==> src/rtl/rggen_rtl_pkg.sv <==
// Shared types and helpers for the rggen RTL library.
// Holds the edge-selection enum and the counter width function used by the event capture block.
package rggen_rtl_pkg;

    typedef enum logic [1:0] {
        RGGEN_RISING_EDGE,
        RGGEN_FALLING_EDGE,
        RGGEN_BOTH_EDGE
    } rggen_edge_mode;

    // Counter widths never collapse to zero bits, even when only one state is needed.
    function automatic int rggen_clog2_min1(input int value);
        int width;
        width = $clog2(value);
        return (width < 1) ? 1 : width;
    endfunction

endpackage

==> src/rtl/rggen_event_filter.sv <==
// Single event bit: synchronizer chain, debounce filter and edge detector.
// o_rise/o_fall are asserted in the cycle in which the filtered level is about to change.
module rggen_event_filter
    import rggen_rtl_pkg::*;
#(
    parameter int   SYNC_STAGES     = 2,
    parameter int   DEBOUNCE_CYCLES = 0,
    parameter logic INITIAL_LEVEL   = 1'b0
)(
    input  logic clk,
    input  logic rst,
    input  logic i_event,
    output logic o_level,
    output logic o_rise,
    output logic o_fall
);

    localparam int CNT_WIDTH = rggen_clog2_min1(DEBOUNCE_CYCLES + 1);

    logic sync;
    logic level;
    logic change;

    if (SYNC_STAGES == 0) begin : g_no_sync
        assign sync = i_event;
    end else begin : g_sync
        logic [SYNC_STAGES-1:0] sync_ff;

        always_ff @(posedge clk or posedge rst) begin
            if (rst) begin
                sync_ff <= {SYNC_STAGES{INITIAL_LEVEL}};
            end else begin
                sync_ff[0] <= i_event;
                for (int i = 1; i < SYNC_STAGES; i++) begin
                    sync_ff[i] <= sync_ff[i-1];
                end
            end
        end

        assign sync = sync_ff[SYNC_STAGES-1];
    end

    if (DEBOUNCE_CYCLES == 0) begin : g_no_debounce
        assign change = (sync != level);
    end else begin : g_debounce
        localparam logic [CNT_WIDTH-1:0] CNT_LAST = CNT_WIDTH'(DEBOUNCE_CYCLES - 1);

        logic [CNT_WIDTH-1:0] cnt;

        // Any cycle of agreement restarts the count, so short glitches never accumulate.
        always_ff @(posedge clk or posedge rst) begin
            if (rst) begin
                cnt <= '0;
            end else if ((sync == level) || (cnt == CNT_LAST)) begin
                cnt <= '0;
            end else begin
                cnt <= cnt + 1'b1;
            end
        end

        assign change = (sync != level) && (cnt == CNT_LAST);
    end

    always_ff @(posedge clk or posedge rst) begin
        if (rst) begin
            level <= INITIAL_LEVEL;
        end else if (change) begin
            level <= sync;
        end
    end

    assign o_level = level;
    assign o_rise  = change & sync;
    assign o_fall  = change & ~sync;

endmodule

==> src/rtl/rggen_event_capture.sv <==
// Turns raw, possibly bouncing event lines into one-cycle set/clear pulses for a status field.
// Each bit is filtered independently; enable gating and overflow flagging happen here.
module rggen_event_capture
    import rggen_rtl_pkg::*;
#(
    parameter int                 WIDTH           = 1,
    parameter int                 SYNC_STAGES     = 2,
    parameter int                 DEBOUNCE_CYCLES = 0,
    parameter rggen_edge_mode     EDGE_MODE       = RGGEN_RISING_EDGE,
    parameter logic [WIDTH-1:0]   INITIAL_LEVEL   = '0
)(
    input  logic             clk,
    input  logic             rst,
    input  logic [WIDTH-1:0] i_event,
    input  logic [WIDTH-1:0] i_enable,
    input  logic [WIDTH-1:0] i_status,
    output logic [WIDTH-1:0] o_set_or_clear,
    output logic [WIDTH-1:0] o_overflow,
    output logic [WIDTH-1:0] o_level
);

    logic [WIDTH-1:0] rise;
    logic [WIDTH-1:0] fall;
    logic [WIDTH-1:0] edge_hit;

    for (genvar i = 0; i < WIDTH; i++) begin : g_bit
        rggen_event_filter #(
            .SYNC_STAGES     (SYNC_STAGES),
            .DEBOUNCE_CYCLES (DEBOUNCE_CYCLES),
            .INITIAL_LEVEL   (INITIAL_LEVEL[i])
        ) u_filter (
            .clk     (clk),
            .rst     (rst),
            .i_event (i_event[i]),
            .o_level (o_level[i]),
            .o_rise  (rise[i]),
            .o_fall  (fall[i])
        );
    end

    always_comb begin
        edge_hit = '0;
        case (EDGE_MODE)
            RGGEN_RISING_EDGE:  edge_hit = rise;
            RGGEN_FALLING_EDGE: edge_hit = fall;
            default:            edge_hit = rise | fall;
        endcase
    end

    // Edges seen while disabled are dropped for good; the filter state keeps tracking regardless.
    always_ff @(posedge clk or posedge rst) begin
        if (rst) begin
            o_set_or_clear <= '0;
            o_overflow     <= '0;
        end else begin
            o_set_or_clear <= edge_hit & i_enable;
            o_overflow     <= edge_hit & i_enable & i_status;
        end
    end

endmodule
==> config.mk <==
export PLATFORM = sky130hd
export DESIGN_NAME = rggen_event_capture
export DESIGN_NICKNAME = d
export VERILOG_FILES = /design/src/rtl/rggen_rtl_pkg.sv /design/src/rtl/rggen_event_filter.sv /design/src/rtl/rggen_event_capture.sv
export SDC_FILE = /design/constraint.sdc
export NUM_CORES = 1
export LEC_CHECK = 0
export ABC_AREA = 1
export CAP_MARGIN = 10
export CELL_PAD_IN_SITES_DETAIL_PLACEMENT = 1
export CELL_PAD_IN_SITES_GLOBAL_PLACEMENT = 1
export CORE_AREA = 2 2 39 41
export CTS_BUF_LIST = sky130_fd_sc_hd__clkbuf_16
export CTS_CLUSTER_DIAMETER = 60
export DETAILED_ROUTE_END_ITERATION = 8
export DIE_AREA = 0 0 41 43
export GPL_TIMING_DRIVEN = 0
export PLACE_DENSITY_LB_ADDON = 0.1
export SYNTH_ARGS = -nofsm -noshare
export SYNTH_HDL_FRONTEND = slang
export SYNTH_SLANG_ARGS = --single-unit
export TNS_END_PERCENT = 50
==> constraint.sdc <==
create_clock -name clk -period 1.09 [get_ports clk]
set_input_delay 0.1635 -clock clk [delete_from_list [all_inputs] [get_ports clk]]
set_output_delay 0.1635 -clock clk [all_outputs]
set_load 0.02 [all_outputs]
==> out/qor.yml, run 1 <==
status: "completed"
cts-root-buf: "clkbuf_16"
slew_headroom_pct: 86.4
syn_area_um2: 178
diodes: 0
critPathTopFamily: "flip-flops"
grt_start_max_net_pins: 6
fin_crit_sh_pct: 96.6
dpl_cell_area_um2: 268
critPathKind: "flop to output port"
cp_max_fo: 1
postSynthNetCount: 22
die_w_um: 41
reg2reg_from: "g_bit[0].u_filter.o_level"
ys_ff_latch: 5
drt_iter0_drc: 0
fmax_mhz: 950
drt-total-wl_um: 304
fin_crit_ps: 1050
synthTopCellsByArea: "dfrtp_1, inv_1, nand2_1"
synthCells: 16
firstDrtPassIters: 1
vias: 135
first_global_vias: 148
numClockSinks: 5
crit_slowest_cell: "dfrtp_1"
final_nets: 34
yosysUniqueCellTypes: 5
total_power_uw: 976
post-route-util_pct: 24.9
ios: 8
critPathArrivalTime_ps: 890
antenna_found_initial: 0
design_area_um2: 344
cts_htree_levels: 1
core_um2: 1380
fin_cells: 43
crit_path_start: "o_set_or_clear"
initial_core_util_pct: 12.8
dieArea_um2: 1760
ant_nets: 0
synth_area_per_cell_um2: 11.1
finalClockSkew_ps: 1.64
yosys_warnings: 0
yosysSeqAreaShare_pct: 70.4
p_per_area_nw_per_um2: 2840
vdd_drop_max_uv: 1100
fp.dieH_um: 43
hold_path.class: "input pin to asynchronous set/reset pin"
p_leak_nw: 0.189
cts_buffers: 3
async_reset_ff_share_pct: 100
dp_cells: 39
synthTopCellsByCount: "dfrtp_1, inv_1, nand2_1"
cts.reportedPaths.clkPinSlew_ps: 30
io_buffer_count: 7
setup_viol: 0
rr_worst_depth: 4
wl_per_cell_um: 7.07
rows: 14
crit_buf_inv: 1
worst_pin_slew_ps: 205
cp.required_ps: 930
grt-ovfl-total: 0
endpoint_kind: "output port"
drv_cap: 0
drc_errors: 0
ff2ff_setup_slack_ps: 160
clock_latency_ps: 220
yosys_most_used_dff: "dfrtp_1"
rsz0062_at_grt: "false"
cp-start-kind: "flop"
synth_top_cell_by_area: "dfrtp_1"
hpwlAfterDp_um: 251
grt.total_usage_pct: 5.06
finalMaxSlewViolations: 0
clockBufferDepth: 2
via_per_inst: 3.14
drive_above_1_share_pct: 14.8
area_delta_synth_final_pct: 93.7
finalHoldViolCount: 0
grt_pass1_wl_um: 545
setup_tns_ps: 0
synth_edf_count: 0
critical_path.cell_chain: "dlygate4sd2_1"
regToRegEndpoint: "g_bit[0].u_filter.o_level"
cts_tree: "yes"
slowest_delay_ps: 350
gp_congestion: 0.588
synth_top_area_share_pct: 70.4
worst max path at each step:
| stage | endpoint | cells past startpoint |
|---|---|---|
| finish | o_set_or_clear | 1 |
| global route | o_set_or_clear | 1 |
| CTS | o_set_or_clear | 1 |
| detailed placement | o_level | 1 |
| global placement | o_level | 1 |
| floorplan | g_bit[0].u_filter.o_level | 4 |
cells in the final DEF (no fill, tap or decap):
cell type	synthesis	layout
clkbuf_16	0	3
clkdlybuf4s15_1	0	1
clkdlybuf4s50_1	0	4
dfrtp_1	5	5
dlygate4sd2_1	0	2
ha_1	1	1
inv_1	5	6
nand2_1	4	4
nor2_2	1	1
state kept, by name, indices dropped and copies added (netlist names):
name	count
g_bit.u_filter.o_level	1
g_bit.u_filter.g_sync.sync_ff	2
o_set_or_clear	1
o_overflow	1
power by group:
group | switching, mW | leakage (nW) | total (mW) | internal, mW
combinational | 0.0889 | 0.0841 | 0.159 | 0.0697
clock | 0.110 | 0.0423 | 0.584 | 0.474
sequential | 0.0158 | 0.0625 | 0.234 | 0.218
what timing repair did:
action                     in CTS  in global routing
buffers inserted                0                  0
setup endpoints to repair       3                  0
gates resized for setup         4                  0
hold buffers                    0                  0
stage by stage:
step | setup slack [ps] | hold slack (ps)
after global placement | -25.2 | 336
final | 37.4 | 139
after floorplan | 61.2 | -58.0
after detailed placement | -27.8 | 337
after CTS | 26.7 | 154
after global routing | 6.04 | 165
layout make-up:
cell class                 count  area (um2)
timing repair buffer           7        67.6
multi-input combinational      6        33.8
clock inverter                 1        3.75
inverter                       5        18.8
sequential                     5         125
clock buffer                   3        75.1
fill                         154        1040
tap                           16        20.0
cells by family (layout without fill, tap and decap cells):
group | count (synthesis) | after routing | synth area share, %
fa+ha+maj | 1 | 1 | 7.04
simple gates | 5 | 5 | 12.0
flops | 5 | 5 | 70.4
buf+inv | 5 | 16 | 10.6
routing by layer:
metal / up-vias / routed length [um] / global-route usage [%]
met4: 0 / 0 / 6.00
met1: 65 / 125 / 5.26
li1: 65 / - / -
met2: 5 / 141 / 5.94
met3: 0 / 37 / 3.14
met5: - / 0 / 0
Power figures use the tool's default switching activity.
==> run 2: changes to the inputs <==
Settings changed: SLEW_MARGIN set to 20.
==> results of run 2 <==
The final DEF is identical to that of run 1; final timing and power are the same.
==> run 3: changes to the inputs <==
Settings changed: HOLD_SLACK_MARGIN set to 0.03, PLACE_DENSITY set to 0.39, PLACE_DENSITY_LB_ADDON 0.1 to unset, SKIP_LAST_GASP set to 1.
==> run 3 against run 2 <==
Net effect: fmax down 3.3%; register-to-register slack about the same; critical path depth unchanged; clock power up 0.9%; largest power group unchanged.
==> out/qor.yml, run 3 (synthesis results as in run 1) <==
cts_tree: "yes"
wl_per_cell_um: 8.37
dp_slack_ps: -32.3
fin_crit_ps: 1090
cp_max_fo: 3
final_common_cell: "inv_1"
seq_area_um2: 125
critPathArrivalTime_ps: 920
drt-total-wl_um: 360
vias: 140
hold_buffers: 0
drv_cap: 0
via_per_inst: 3.26
clkPwrFrac_pct: 60.1
finalClockSkew_ps: 0.655
clock_latency_ps: 230
status: "completed"
endpoint_kind: "output port"
numClockSinks: 5
fin_cells: 43
combPwrFrac_pct: 16.1
slowest_delay_ps: 380
crit_buf_inv: 1
crit_path_start: "g_bit[0].u_filter.o_level"
dp_cells: 39
critPathTopFamily: "flip-flops"
io_buffer_count: 7
p_per_area_nw_per_um2: 2830
p_leak_nw: 0.203
cts_buffers: 3
fmax_mhz: 919
antenna_found_initial: 0
fin_ws_ps: 1.76
finalMaxSlewViolations: 0
gp_congestion: 0.595
initial_core_util_pct: 12.8
worst_pin_slew_ps: 234
fin_crit_sh_pct: 99.8
finalHoldViolCount: 0
grt_start_max_net_pins: 6
slew_headroom_pct: 84.4
cp.required_ps: 930
vdd_drop_max_uv: 909
met1_usage_pct: 6.89
clockBufferDepth: 2
area_delta_synth_final_pct: 95.1
n_fill_cell: 156
p_int_uw: 760
ios: 8
setup_viol: 0
rows: 14
final_nets: 34
die_w_um: 41
p_seq_share_pct: 23.8
largest_reg_flops: 2
crit_slowest_cell: "dfrtp_1"
grt-ovfl-total: 0
cts.reportedPaths.clkPinSlew_ps: 30
first_global_vias: 165
cp-start-kind: "flop"
hold-worst-slack_ps: 145
use_met2_pct: 5.94
dieArea_um2: 1760
cts_htree_levels: 1
top_register: "g_bit.u_filter.g_sync.sync_ff"
grtUsageMet3_pct: 4.71
rsz0062_at_grt: "true"
critPathKind: "flop to output port"
drc_errors: 0
total_power_uw: 981
ant_nets: 0
diodes: 0
critical_path.cell_chain: "dlygate4sd2_1"
drive_above_1_share_pct: 14.8
hold_path.class: "input pin to asynchronous set/reset pin"
grt_pass1_wl_um: 641
cts_setup_buffers: 0
firstDrtPassIters: 2
grt.busiest_layer: "met1"
fp.dieH_um: 43
mostFrequentLayoutCells: "inv_1, dfrtp_1, nand2_1, clkdlybuf4s50_1, clkbuf_16"
multi_input_area_um2: 33.8
grt.total_usage_pct: 5.86
cts-root-buf: "clkbuf_16"
drt_iter0_drc: 2
core_um2: 1380
switching_share_pct: 22.5
ff2ff_setup_slack_ps: 160
reg2reg_from: "g_bit[0].u_filter.o_level"
p_switching_uw: 220
==> run 3: changes by cell type in the layout (fill, tap and decap cells not counted), sizes merged <==
cell and delta:
clkdlybuf4s15 -1, dlymetal6s2s +1
==> run 3: area by class of cell <==
type | instances | area share (%)
multi-input combinational | 6 | 9.75
sequential | 5 | 36.1
clock inverter | 1 | 1.08
tap | 16 | 5.78
clock buffer | 3 | 21.7
timing repair buffer | 7 | 20.2
inverter | 5 | 5.42
==> run 3: layer usage <==
layer / wire length [um] / vias up
met5: 0 / -
met1: 122 / 63
met2: 143 / 10
met4: 20 / 0
met3: 74 / 2
li1: - / 65
==> run 3: power by group through the flow <==
| stage | clock network [mW] | registers (mW) | logic, mW |
|---|---|---|---|
| 2_1_floorplan | 0 | 0.270 | 0.0612 |
| 3_3_place_gp | 0 | 0.237 | 0.175 |
| 3_5_place_dp | 0 | 0.239 | 0.180 |
| 4_1_cts | 0.602 | 0.235 | 0.164 |
| 5_1_grt | 0.615 | 0.239 | 0.186 |
| 6_report | 0.589 | 0.233 | 0.158 |
==> run 3: metrics by stage <==
stage          TNS (ps)  cell area, um2  util [%]
2_1_floorplan         0             178         -
3_3_place_gp      -27.3             268      19.3
3_5_place_dp      -32.3             268      19.3
4_1_cts            -238             344      24.9
5_1_grt           -39.0             347      25.0
6_report              0             347      25.0
==> run 3: final timing paths <==
path                                                       end  depth (start not counted)
setup reg to reg                     g_bit[0].u_filter.o_level                          5
hold / removal                                  o_set_or_clear                          2
max in group asynchronous            g_bit[0].u_filter.o_level                          2
hold reg to reg            g_bit[0].u_filter.g_sync.sync_ff[1]                          0
setup / recovery                                       o_level                          1
min in group clk           g_bit[0].u_filter.g_sync.sync_ff[1]                          0
==> run 3: what timing repair did <==
item,in CTS,in global routing
gates resized for setup,2,1
pin swaps,0,0
setup endpoints to repair,3,2
